==> src/rtl/rc_pkg.sv <==
// Shared types and helpers for the range-coder byte packer.
// Holds the flush FSM encoding, the FIFO word layout and lane-mask helpers.
package rc_pkg;

    localparam int unsigned WORD_W = 32;
    localparam int unsigned BYTE_W = 8;
    localparam int unsigned KEEP_W = WORD_W / BYTE_W;

    typedef enum logic [2:0] {
        StAccum,
        StFlushHold,
        StFlushPart,
        StDrain,
        StDone
    } state_e;

    typedef struct packed {
        logic [WORD_W-1:0] data;
        logic [KEEP_W-1:0] keep;
        logic              last;
    } word_t;

    // Lane count 0 means a complete word.
    function automatic logic [KEEP_W-1:0] keep_mask(input logic [1:0] lane);
        logic [KEEP_W-1:0] m;
        case (lane)
            2'd1:    m = 4'b0001;
            2'd2:    m = 4'b0011;
            2'd3:    m = 4'b0111;
            default: m = 4'b1111;
        endcase
        return m;
    endfunction

    function automatic logic [WORD_W-1:0] byte_mask(input logic [KEEP_W-1:0] keep);
        logic [WORD_W-1:0] m;
        for (int k = 0; k < KEEP_W; k++) begin
            m[k*BYTE_W +: BYTE_W] = {BYTE_W{keep[k]}};
        end
        return m;
    endfunction

endpackage

==> src/rtl/rc_word_fifo.sv <==
// First-word fall-through word FIFO; full/empty come from an extra pointer bit.
// A push into a full FIFO is dropped unless a pop happens on the same edge.
module rc_word_fifo #(
    parameter int unsigned Depth = 8,
    parameter int unsigned Width = 37
) (
    input  logic             i_clk,
    input  logic             i_rst_n,
    input  logic             i_push,
    input  logic [Width-1:0] i_wdata,
    input  logic             i_pop,
    output logic [Width-1:0] o_rdata,
    output logic             o_empty,
    output logic             o_full,
    output logic             o_drop
);

    localparam int unsigned AW = $clog2(Depth);

    logic [Width-1:0] mem_q [Depth];
    logic [AW:0]      wr_ptr_q, rd_ptr_q;
    logic             do_push, do_pop;

    assign o_empty = (wr_ptr_q == rd_ptr_q);
    assign o_full  = (wr_ptr_q[AW] != rd_ptr_q[AW]) &&
                     (wr_ptr_q[AW-1:0] == rd_ptr_q[AW-1:0]);
    assign do_pop  = i_pop && !o_empty;
    assign do_push = i_push && (!o_full || do_pop);
    assign o_drop  = i_push && !do_push;

    // Empty output reads as zero so the stream is clean out of reset.
    assign o_rdata = o_empty ? '0 : mem_q[rd_ptr_q[AW-1:0]];

    always_ff @(posedge i_clk) begin
        if (!i_rst_n) begin
            wr_ptr_q <= '0;
            rd_ptr_q <= '0;
        end else begin
            if (do_push) wr_ptr_q <= wr_ptr_q + 1'b1;
            if (do_pop)  rd_ptr_q <= rd_ptr_q + 1'b1;
        end
    end

    always_ff @(posedge i_clk) begin
        if (do_push) mem_q[wr_ptr_q[AW-1:0]] <= i_wdata;
    end

endmodule

==> src/rtl/rc_byte_packer.sv <==
// Packs encoder bytes little-endian into 32-bit words on a valid/ready stream.
// The newest complete word is held back so the flush can tag it as last.
module rc_byte_packer
    import rc_pkg::*;
#(
    parameter int unsigned FIFO_DEPTH = 8
) (
    input  logic              i_clk,
    input  logic              i_rst_n,
    input  logic              i_we,
    input  logic [BYTE_W-1:0] i_byte,
    input  logic              i_finish,
    output logic [WORD_W-1:0] o_tdata,
    output logic [KEEP_W-1:0] o_tkeep,
    output logic              o_tlast,
    output logic              o_tvalid,
    input  logic              i_tready,
    output logic [31:0]       o_byte_count,
    output logic              o_overflow,
    output logic              o_done
);

    state_e            state_q, state_d;
    logic [WORD_W-1:0] pack_q, pack_d;
    logic [WORD_W-1:0] hold_q, hold_d;
    logic              hold_v_q, hold_v_d;
    logic [1:0]        lane_q, lane_d;
    logic [31:0]       count_q, count_d;
    logic              fin_q;
    logic              overflow_q;

    logic  fin_edge, accept, push, pop;
    word_t push_word, fifo_rdata;
    logic  fifo_empty, fifo_full, fifo_drop;

    assign fin_edge = i_finish & ~fin_q;
    assign accept   = i_we && (state_q == StAccum);
    assign pop      = o_tvalid && i_tready;

    always_comb begin
        state_d   = state_q;
        pack_d    = pack_q;
        hold_d    = hold_q;
        hold_v_d  = hold_v_q;
        lane_d    = lane_q;
        count_d   = count_q;
        push      = 1'b0;
        push_word = '0;
        case (state_q)
            StAccum: begin
                if (accept) begin
                    pack_d[{lane_q, 3'b000} +: BYTE_W] = i_byte;
                    lane_d  = lane_q + 2'd1;
                    count_d = count_q + 32'd1;
                    if (hold_v_q) begin
                        push      = 1'b1;
                        push_word = '{data: hold_q, keep: 4'b1111, last: 1'b0};
                        hold_v_d  = 1'b0;
                    end
                    if (lane_q == 2'd3) begin
                        hold_d   = {i_byte, pack_q[23:0]};
                        hold_v_d = 1'b1;
                    end
                end
                if (fin_edge) state_d = StFlushHold;
            end
            StFlushHold: begin
                if (hold_v_q) begin
                    push      = 1'b1;
                    push_word = '{data: hold_q, keep: 4'b1111, last: (lane_q == 2'd0)};
                    hold_v_d  = 1'b0;
                end
                // lane 0 with nothing held means no byte was ever accepted.
                if (lane_q != 2'd0)  state_d = StFlushPart;
                else if (hold_v_q)   state_d = StDrain;
                else                 state_d = StDone;
            end
            StFlushPart: begin
                push      = 1'b1;
                push_word = '{data: pack_q & byte_mask(keep_mask(lane_q)),
                              keep: keep_mask(lane_q), last: 1'b1};
                state_d   = StDrain;
            end
            StDrain: begin
                // Empty without a last transfer means the last word was dropped.
                if ((pop && fifo_rdata.last) || fifo_empty) state_d = StDone;
            end
            StDone: ;
            default: state_d = StAccum;
        endcase
    end

    always_ff @(posedge i_clk) begin
        if (!i_rst_n) begin
            state_q    <= StAccum;
            pack_q     <= '0;
            hold_q     <= '0;
            hold_v_q   <= 1'b0;
            lane_q     <= 2'd0;
            count_q    <= '0;
            fin_q      <= 1'b0;
            overflow_q <= 1'b0;
        end else begin
            state_q    <= state_d;
            pack_q     <= pack_d;
            hold_q     <= hold_d;
            hold_v_q   <= hold_v_d;
            lane_q     <= lane_d;
            count_q    <= count_d;
            fin_q      <= i_finish;
            overflow_q <= overflow_q | fifo_drop;
        end
    end

    rc_word_fifo #(
        .Depth (FIFO_DEPTH),
        .Width ($bits(word_t))
    ) u_fifo (
        .i_clk   (i_clk),
        .i_rst_n (i_rst_n),
        .i_push  (push),
        .i_wdata (push_word),
        .i_pop   (pop),
        .o_rdata (fifo_rdata),
        .o_empty (fifo_empty),
        .o_full  (fifo_full),
        .o_drop  (fifo_drop)
    );

    assign o_tvalid     = ~fifo_empty;
    assign o_tdata      = fifo_rdata.data;
    assign o_tkeep      = fifo_rdata.keep;
    assign o_tlast      = fifo_rdata.last;
    assign o_byte_count = count_q;
    assign o_overflow   = overflow_q;
    assign o_done       = (state_q == StDone);

endmodule

==> config.mk <==
export PLATFORM = sky130hd
export DESIGN_NAME = rc_byte_packer
export DESIGN_NICKNAME = d
export VERILOG_FILES = /design/src/rtl/rc_pkg.sv /design/src/rtl/rc_word_fifo.sv /design/src/rtl/rc_byte_packer.sv
export SDC_FILE = /design/constraint.sdc
export NUM_CORES = 1
export LEC_CHECK = 0
export BUFFER_PORTS_ARGS = -buffer_cell sky130_fd_sc_hd__buf_4
export CAP_MARGIN = 20
export CORE_ASPECT_RATIO = 1.2
export CORE_MARGIN = 10
export CORE_UTILIZATION = 55
export DETAILED_ROUTE_END_ITERATION = 6
export PLACE_DENSITY = 0.7
export RECOVER_POWER = 50
export SLEW_MARGIN = 15
export SYNTH_ARGS = -nofsm -noshare
export SYNTH_HDL_FRONTEND = slang
export SYNTH_SLANG_ARGS = --single-unit
==> constraint.sdc <==
create_clock -name i_clk -period 12.4 [get_ports i_clk]
set_input_delay 2.48 -clock i_clk [delete_from_list [all_inputs] [get_ports i_clk]]
set_output_delay 2.48 -clock i_clk [all_outputs]
set_load 0.05 [all_outputs]
* Word level (Yosys, flattened, before mapping)
Memories as Yosys holds them, arrays and structs flattened. A register that Yosys moved wholly into a read port is not among the register bits. Index checks and enable logic that the tools add are counted.
Word-level totals: register bits 112, memories 1, output and inout port bits 72, bits in writable memories 296, input port bits 13
Cells by class: shifts and indexed selects 2, bitwise logic cells 6, mux-type cells 23, equality and inequality tests 13, add/sub/neg operators 5, reduce and logical (&&, ||, !) cells 20
Memory list:
- u_fifo.mem_q | depth 8, width 37, read ports 1, clocked after Yosys merged registers in 1, write ports 1, line rc_word_fifo.sv:20 | logic [Width-1:0] mem_q [Depth];
Operators with widths (count):
- $mux W37 | 4
- $pmux W37 S3 | 1
- $add A32 B1 Y32 const B | 1
- $and A32 B32 Y32 | 1
- $bwmux W32 | 1
- $shift A8 B7 Y32 const A | 1
- $shiftx A8 B7 Y32 | 1
- $mux W3 | 6
- $pmux W3 S5 | 1
- $pmux W4 S3 | 1
- $add A4 B1 Y4 const B | 2
- $logic_and A1 B1 Y1 | 7
- $neg A5 Y7 | 1
- $eq A3 B2 Y1 const B | 2
- $mux W1 | 6
- $ne A2 B2 Y1 const B | 3
- $reduce_and A3 Y1 | 2
- $eq A2 B2 Y1 const B | 2
- $eq A4 B4 Y1 | 1
- $mux W4 | 1
- $reduce_and A2 Y1 | 2
- $reduce_bool A2 Y1 | 2
- $eq A3 B1 Y1 const B | 1
- $eq A3 B3 Y1 | 1
- 13 further kinds | 18

* Longest topological paths before layout
Gate-level depths: netlist of the first run.
depth in word-level cells 9, mapped depth 7, gate-level depth less buffers 6

* By module
From an unflattened synthesis of the first run, not the netlist that was laid out.
Unflattened totals: cell total of the unflattened synthesis 1123, area total of the unflattened synthesis 16589.7 um2
Modules (own cells, without submodules):
- rc_word_fifo | times used 1, seq. area each 9108.7 um2, cells each 541, area each 11840.1 um2
- rc_byte_packer | times used 1, seq. area each 2082.0 um2, cells each 582, area each 4749.6 um2

* Least setup slack after synthesis of the first run
OpenSTA, ideal clock, no wires.
kind input port to flip-flop, from in i_we, to mem u_fifo.mem_q[4][0] (enable), required time 11.862 ns, buffers on the path 1, cell stages on the path 5, slack 4.858 ns, arrival 7.005 ns, setup time 0.538 ns, path through o21ai_0 > o21ai_0 > o311ai_0 > clkbuf_1 > nor4b_1
Between the ends: cells in the longest elaborated chain, start to end 6
RTL lines:
- from (decl) | line rc_byte_packer.sv:10 | input logic i_we,
- $logic_and A1 B1 Y1 | line rc_byte_packer.sv:37 | assign accept = i_we && (state_q == StAccum);
- $mux W1 | line rc_byte_packer.sv:51 | if (accept) begin
- $pmux W1 S3 | line rc_byte_packer.sv:49 | case (state_q)
- $logic_and A1 B1 Y1 | line rc_word_fifo.sv:28 | assign do_push = i_push && (!o_full || do_pop);
- $mux W1 | line rc_word_fifo.sv:45 | if (do_push) mem_q[wr_ptr_q[AW-1:0]] <= i_wdata;
- $mux W1 (not written as such) | line rc_word_fifo.sv:45
- to (decl) | line rc_word_fifo.sv:20
Every way passes these cells.

==> results.tsv, run 1 <==
stage	metric	value	unit
timing	Layout Skew	22.4	ps
global_routing	vias in the first global route	9460	
worst_setup_path	critical path class	primary input to flop	
cts	clk sinks	411	
logic_synthesis	post-synth net total	1121	
timing	fin crit share	49.1	%
place	Post-DP HPWL	18900	um
cts	root buf cell	clkbuf_16	
cts	H-Tree Depth	2	
die	full die area	37000	sq um
worst_setup_path	most frequent CP cell	clkbuf_1	
power	leakage power	5.81	nW
drt	WL/cell	20.8	um
worst_setup_path	Crit path max-delay family	buffers and inverters	
cells_and_area	n_diodes	0	
logic_synthesis	Yosys warnings	0	
run	MaxCap Viol Count	1	
timing	Slew HR	-155	%
outcome	failing checks	max-capacitance violations, max-slew violations	
die	Starting Density	55.4	%
place	placed cell count	1526	
timing	Slew @ Worst Pin	3830	ps
cts	Reg clk slew, reported paths	60	ps
power	Pint	0.00220	W
power	Gate power share	5.4	%
power	VDD IR max	0.0907	mV
drt	routed vias	9267	
die	row cnt	69	
cts	Clock Path Buffers	3	
timing	min cycle time layout	6090	ps
power	Clk pwr share	42.0	%
worst_setup_path	Critical Path, Cell by Cell	clkbuf_1, inv_1, clkbuf_1, nor2_1	
timing	setup TNS	0	ps
timing	max-slew violations	89	
cts	Inserted Clock Buffers	39	
cells_and_area	Reg area	11200	sq um
drt	drt first pass iters	5	
cells_and_area	Area growth, synth to finish	13.8	%
global_routing	Tot GR Track Use	18.1	%
power	Pwr per Cell Area	152	nW/um^2
logic_synthesis	synth unique cells	47	
cts	CTS tree	built	
drt	WL final	33200	um
die	Core Area	29400	sq um
logic_synthesis	cells after synthesis	1098	
cells_and_area	area of the multi-input gates	4860	sq um
cells_and_area	nets@finish	1201	
timing	Final Hold Vio Count	0	
die	Die Y	209	um
logic_synthesis	sequential-to-total area share from yosys stat	68.6	%
cts	setup bufs post-CTS	0	
global_routing	grt ovf	0	
drt	Iter 0 DRT Violations	660	
global_routing	first-pass GRT wire length	52800	um
timing	final setup fails	0	
cells_and_area	Fillers	2194	
worst_setup_path	Critical Path Fanout Max	88	
worst_setup_path	slowest stage delay, CP	2750	ps
global_routing	pin count of the biggest net entering global routing	89	
power	sequential power share	52.6	%
worst_setup_path	WP data required	12620	ps
timing	final worst-path setup slack	6310	ps
logic_synthesis	mapped cell area	16300	sq um
cells_and_area	most common cell after layout, fill and taps aside	edfxtp_1	
worst_setup_path	crit path buf inv count	3	
power	Net Sw Frac	21.7	%
cells_and_area	Layout Cells excl Fill	1599	
cts	Hold Buf Count CTS	0	
worst_setup_path	Startpoint Class	primary input	
worst_setup_path	Setup crit end kind	flop	
cells_and_area	share of layout cells above drive strength 1	19.4	%
place	GP Congestion	0.812	
cells_and_area	Util after Layout	63.0	%
timing	Max Clk Rate	164	MHz
timing	RSZ-0062 raised after global routing	false	
power	Sw Pwr	0.000612	W
drt	Final ANT Viol Nets	0	
die	I/O Pins	85	
min_path	worst min path class	flop to flop	
outcome	status	complete, but fails checks	
place	pre-CTS setup slack	7040	ps
cells_and_area	commonest non-fill, non-tap cells in the layout	296 x edfxtp_1, 124 x nand2_1, 112 x dfxtp_1, 81 x a21oi_1, 78 x buf_4	
timing	hold slack	454	ps
worst_setup_path	data arrival time of the worst path	6310	ps
cts	Resized cells post-CTS	0	
die	Die Wd	177	um
drt	routed vias/inst	5.80	
logic_synthesis	Synth Register Bits	411	
global_routing	initial antenna violation count	0	
cts	clock latency on the worst-skew pair	530	ps
drt	DR DRC count	0	
logic_synthesis	syn avg cell area	14.8	sq um
worst_setup_path	Crit-path slowest cell	clkbuf_1	
place	number of port buffers	84	
[power by group through the flow]
stage          Sequential (W)  Combinational, W  Clock, W
2_1_floorplan         0.00151          0.000115         0
3_3_place_gp          0.00151          0.000154         0
3_5_place_dp          0.00151          0.000155         0
4_1_cts               0.00148          0.000156   0.00121
5_1_grt               0.00148          0.000167   0.00126
6_report              0.00148          0.000153   0.00118
[synth_stat cells, drive strengths merged]
library cell | number | share of area [%]
nand4b | 1 | 0.054
inv | 10 | 0.23
o211ai | 1 | 0.046
mux4 | 74 | 10
and4 | 4 | 0.21
o22ai | 1 | 0.038
nor3 | 12 | 0.37
buf | 14 | 0.42
and3 | 8 | 0.31
clkbuf | 48 | 1.1
a22o | 32 | 1.7
and4b | 1 | 0.061
mux2i | 40 | 2.5
o31ai | 3 | 0.14
xor2 | 18 | 0.97
a31oi | 1 | 0.038
nor2 | 76 | 1.7
nor4 | 5 | 0.28
nor4b | 3 | 0.20
dfxtp | 115 | 14
nand4 | 9 | 0.55
o311ai | 1 | 0.054
o21bai | 1 | 0.046
a21o | 1 | 0.046
edfxtp | 296 | 55
o21ai | 11 | 0.34
and2 | 11 | 0.42
nand2b | 3 | 0.12
a21oi | 81 | 2.5
dlygate4sd1 | 1 | 0.054
clkinv | 1 | 0.023
ha | 10 | 0.77
or4 | 2 | 0.092
or3 | 7 | 0.27
nand2 | 124 | 2.9
nor3b | 5 | 0.23
xnor2 | 13 | 0.70
nand3 | 50 | 1.5
or2 | 4 | 0.15
[cell type report]
cell class	instances	area share (%)
clock inverter	21	1.29
tap	390	2.63
clock buffer	51	5.63
sequential	411	60.4
inverter	11	0.223
timing repair buffer	102	3.65
multi-input combinational	613	26.2
[through the flow]
stage	cell area, sq um	power (W)
final	18500	0.00282
after global routing	18500	0.00291
after CTS	18600	0.00284
after detailed placement	17300	0.00166
after global placement	17300	0.00166
after floorplan	16300	0.00162
[worst min-delay path, stage by stage (launching register included)]
cell     delay (ps)
dfxtp_1         310
nand2_1          50
a21oi_1          50
[cells by family after synthesis]
family | Yosys count | synth area share [%]
AND/OR/NAND/NOR | 325 | 9.47
multiplexers | 114 | 12.7
flip-flops | 411 | 68.6
adder cells (fa/ha/maj) | 10 | 0.767
buffers and inverters | 74 | 1.83
AO/OA/AOI/OAI | 133 | 4.95
XOR/XNOR | 31 | 1.67
[flip-flops by register name, summed over array words and instances (netlist names), named ones only]
signal / flops
lane_q: 2
fin_q: 1
u_fifo.mem_q: 296
u_fifo.rd_ptr_q: 4
pack_q: 32
o_byte_count: 32
o_overflow: 1
hold_v_q: 1
u_fifo.wr_ptr_q: 4
hold_q: 32
state_q: 3
[per-layer routing]
layer	up-vias	part of all wire, %	GRT usage, %
li1	4316	-	-
met1	4687	41	23.0
met2	209	51	30.1
met3	55	5.2	3.86
met4	0	2.8	6.01
met5	-	0	0
[path summary, 6_finish.rpt]
check	startpoint	to	slack, ps	depth (start not counted)
worst max-delay path	i_rst_n	flop	6310	4
worst min-delay path	pack_q[28]$_SDFFE_PN0P_	pack_q[28]$_SDFFE_PN0P_	450	2
worst max register to register	state_q[0]$_SDFFE_PN0P_	u_fifo.mem_q[6][24]$_DFFE_PP_	9130	7
worst min register to register	pack_q[28]$_SDFFE_PN0P_	pack_q[28]$_SDFFE_PN0P_	450	2
Power figures use the tool's default switching activity.
==> run 2: changes to the inputs <==
clock period = 6.04 ns   (was 12.4 ns; I/O delays follow)
==> run 2 against run 1 <==
Effect of this change: the flow still finishes with violations (max-capacitance violations, max-slew violations); count of clock-buffer cells in the layout decreased by 2; sequential share of layout area increased by 0.11 points; largest power group unchanged; highest routed layer unchanged; die area unchanged; core utilization decreased by 0.11 points; clock skew decreased by 7.6 ps; cell area decreased by 0.18%; combinational power increased by 110%; wire length decreased by 0.30%; critical path depth unchanged; clock power increased by 100%.
==> results.tsv, run 2 (synthesis gave the netlist of run 1 again) <==
stage	metric	value	unit	change
outcome	status	complete, but fails checks		
outcome	failing checks	max-capacitance violations, max-slew violations		
run	MaxCap Viol Count	4		+3
timing	setup TNS	0	ps	unchanged
worst_setup_path	critical path class	primary input to flop		
worst_setup_path	Setup crit end kind	flop		
cells_and_area	share of layout cells above drive strength 1	17.9	%	-1.4 points
timing	final setup fails	0		unchanged
worst_setup_path	Critical Path Fanout Max	73		-17%
place	GP Congestion	0.778		-4.1%
worst_setup_path	slowest stage delay, CP	2310	ps	-440 ps
drt	routed vias/inst	5.75		-0.78%
global_routing	first-pass GRT wire length	52700	um	-0.16%
timing	min cycle time layout	4560	ps	
cells_and_area	Fillers	2230		+1.6%
drt	Iter 0 DRT Violations	730		+11%
cells_and_area	Layout Cells excl Fill	1601		+0.13%
timing	max-slew violations	162		+82%
timing	Max Clk Rate	220	MHz	
cells_and_area	area of the multi-input gates	4860	sq um	unchanged
cts	clk sinks	411		unchanged
place	number of port buffers	84		unchanged
cells_and_area	commonest non-fill, non-tap cells in the layout	296 x edfxtp_1, 124 x nand2_1, 112 x dfxtp_1, 81 x a21oi_1, 76 x nor2_1		
cells_and_area	Area growth, synth to finish	13.6	%	
power	leakage power	5.75	nW	-1.1%
timing	Slew HR	-113	%	+43 points
die	Die Y	209	um	unchanged
timing	Layout Skew	14.8	ps	-7.59 ps
global_routing	Tot GR Track Use	18.0	%	-0.10 points
die	row cnt	69		unchanged
cells_and_area	nets@finish	1204		+0.25%
drt	routed vias	9206		-0.66%
global_routing	initial antenna violation count	0		unchanged
place	Post-DP HPWL	19400	um	+2.6%
worst_setup_path	Startpoint Class	primary input		
timing	Final Hold Vio Count	0		unchanged
worst_setup_path	most frequent CP cell	clkbuf_1		
drt	Final ANT Viol Nets	0		unchanged
global_routing	grt ovf	0		unchanged
die	full die area	37000	sq um	unchanged
cts	root buf cell	clkbuf_16		
worst_setup_path	Crit-path slowest cell	clkbuf_1		
drt	DR DRC count	0		unchanged
worst_setup_path	WP data required	6310	ps	-6310 ps
cells_and_area	max reg flops	296		unchanged
power	Pwr per Cell Area	311	nW/um^2	+110%
global_routing	pin count of the biggest net entering global routing	74		-17%
cts	Reg clk slew, reported paths	60	ps	about the same
cts	Resized cells post-CTS	0		unchanged
drt	WL final	33100	um	-0.30%
cells_and_area	most common cell after layout, fill and taps aside	edfxtp_1		
timing	Slew @ Worst Pin	3190	ps	-640 ps
timing	fin crit share	75.4	%	
timing	RSZ-0062 raised after global routing	false		
cts	H-Tree Depth	2		unchanged
worst_setup_path	data arrival time of the worst path	4820	ps	-1490 ps
cts	Clock Path Buffers	3		unchanged
drt	WL/cell	20.7	um	-0.43%
drt	drt first pass iters	5		unchanged
cts	Inserted Clock Buffers	39		unchanged
worst_setup_path	Critical Path, Cell by Cell	clkbuf_1, inv_1, clkbuf_1, nor2_1		
power	VDD IR max	0.184	mV	+100%
cts	CTS tree	built		
die	Die Wd	177	um	unchanged
die	Core Area	29400	sq um	unchanged
die	I/O Pins	85		unchanged
place	placed cell count	1528		+0.13%
die	Starting Density	55.4	%	unchanged
min_path	worst min path class	flop to flop		
cts	clock latency on the worst-skew pair	520	ps	about the same
cells_and_area	Reg area	11200	sq um	unchanged
cts	setup bufs post-CTS	0		unchanged
global_routing	vias in the first global route	9277		-1.9%
cts	Hold Buf Count CTS	0		unchanged
cells_and_area	n_diodes	0		unchanged
==> run 2: cell types whose count changed in the layout (fill, tap and decap cells not counted), moves of 2 or more <==
cell,change
buf_4,-12
clkbuf_1,+13
clkbuf_16,+2
clkbuf_8,-2
clkinv_1,+5
clkinv_2,+5
clkinv_4,-2
clkinvlp_4,-2
inv_6,-5
nand4_1,+2
nor4b_2,-2
nor4b_4,+2
==> run 2: path summary, 6_finish.rpt <==
kind | cells past startpoint | from | slack (ps) | to
max reg2reg | 6 | u_fifo.wr_ptr_q[0]$_SDFFE_PN0P_ | 1880 | u_fifo.mem_q[3][17]$_DFFE_PP_
max | 4 | i_rst_n | 1480 | o_byte_count[2]$_SDFFE_PN0P_
min | 2 | hold_q[11]$_SDFFE_PN0P_ | 450 | hold_q[11]$_SDFFE_PN0P_
min reg2reg | 2 | hold_q[11]$_SDFFE_PN0P_ | 450 | hold_q[11]$_SDFFE_PN0P_
==> run 2: layout make-up <==
cell class              instances  share of cell area [%]
inverters                      11                   0.223
multi-input cells             613                    26.2
clock buffers                  49                    5.70
flip-flops and latches        411                    60.5
well taps                     390                    2.64
repair buffers                105                    3.60
clock inverters                22                    1.11
==> run 2: critical path: cells and delay by family <==
family / cells / cell delay, ps
buffers and inverters: 3 / 3450
and+or+nand+nor: 1 / 140
==> run 2: metal layers <==
layer  share of wire, %  up-vias  track usage [%]
li1                   -     4320                -
met5                  0        -                0
met4                1.8        0             4.50
met1                 42     4611             23.3
met3                5.8       42             3.95
met2                 50      233             30.1
==> run 2: metrics by stage <==
step	hold slack, ps	setup WS, ps	cell area [sq um]	util [%]	power, W
after CTS	454	1760	18700	63.4	0.00581
final	453	1480	18500	62.9	0.00577
after detailed placement	446	2320	17400	59.1	0.00342
after floorplan	432	128	16300	-	0.00333
after global placement	438	2310	17400	59.1	0.00342
after global routing	472	1070	18500	62.9	0.00596
==> run 2: power by group <==
part           internal (W)  total, W  switching (W)
Clock               0.00141   0.00241       0.000999
Combinational      0.000110  0.000323       0.000213
Sequential          0.00301   0.00303      0.0000261
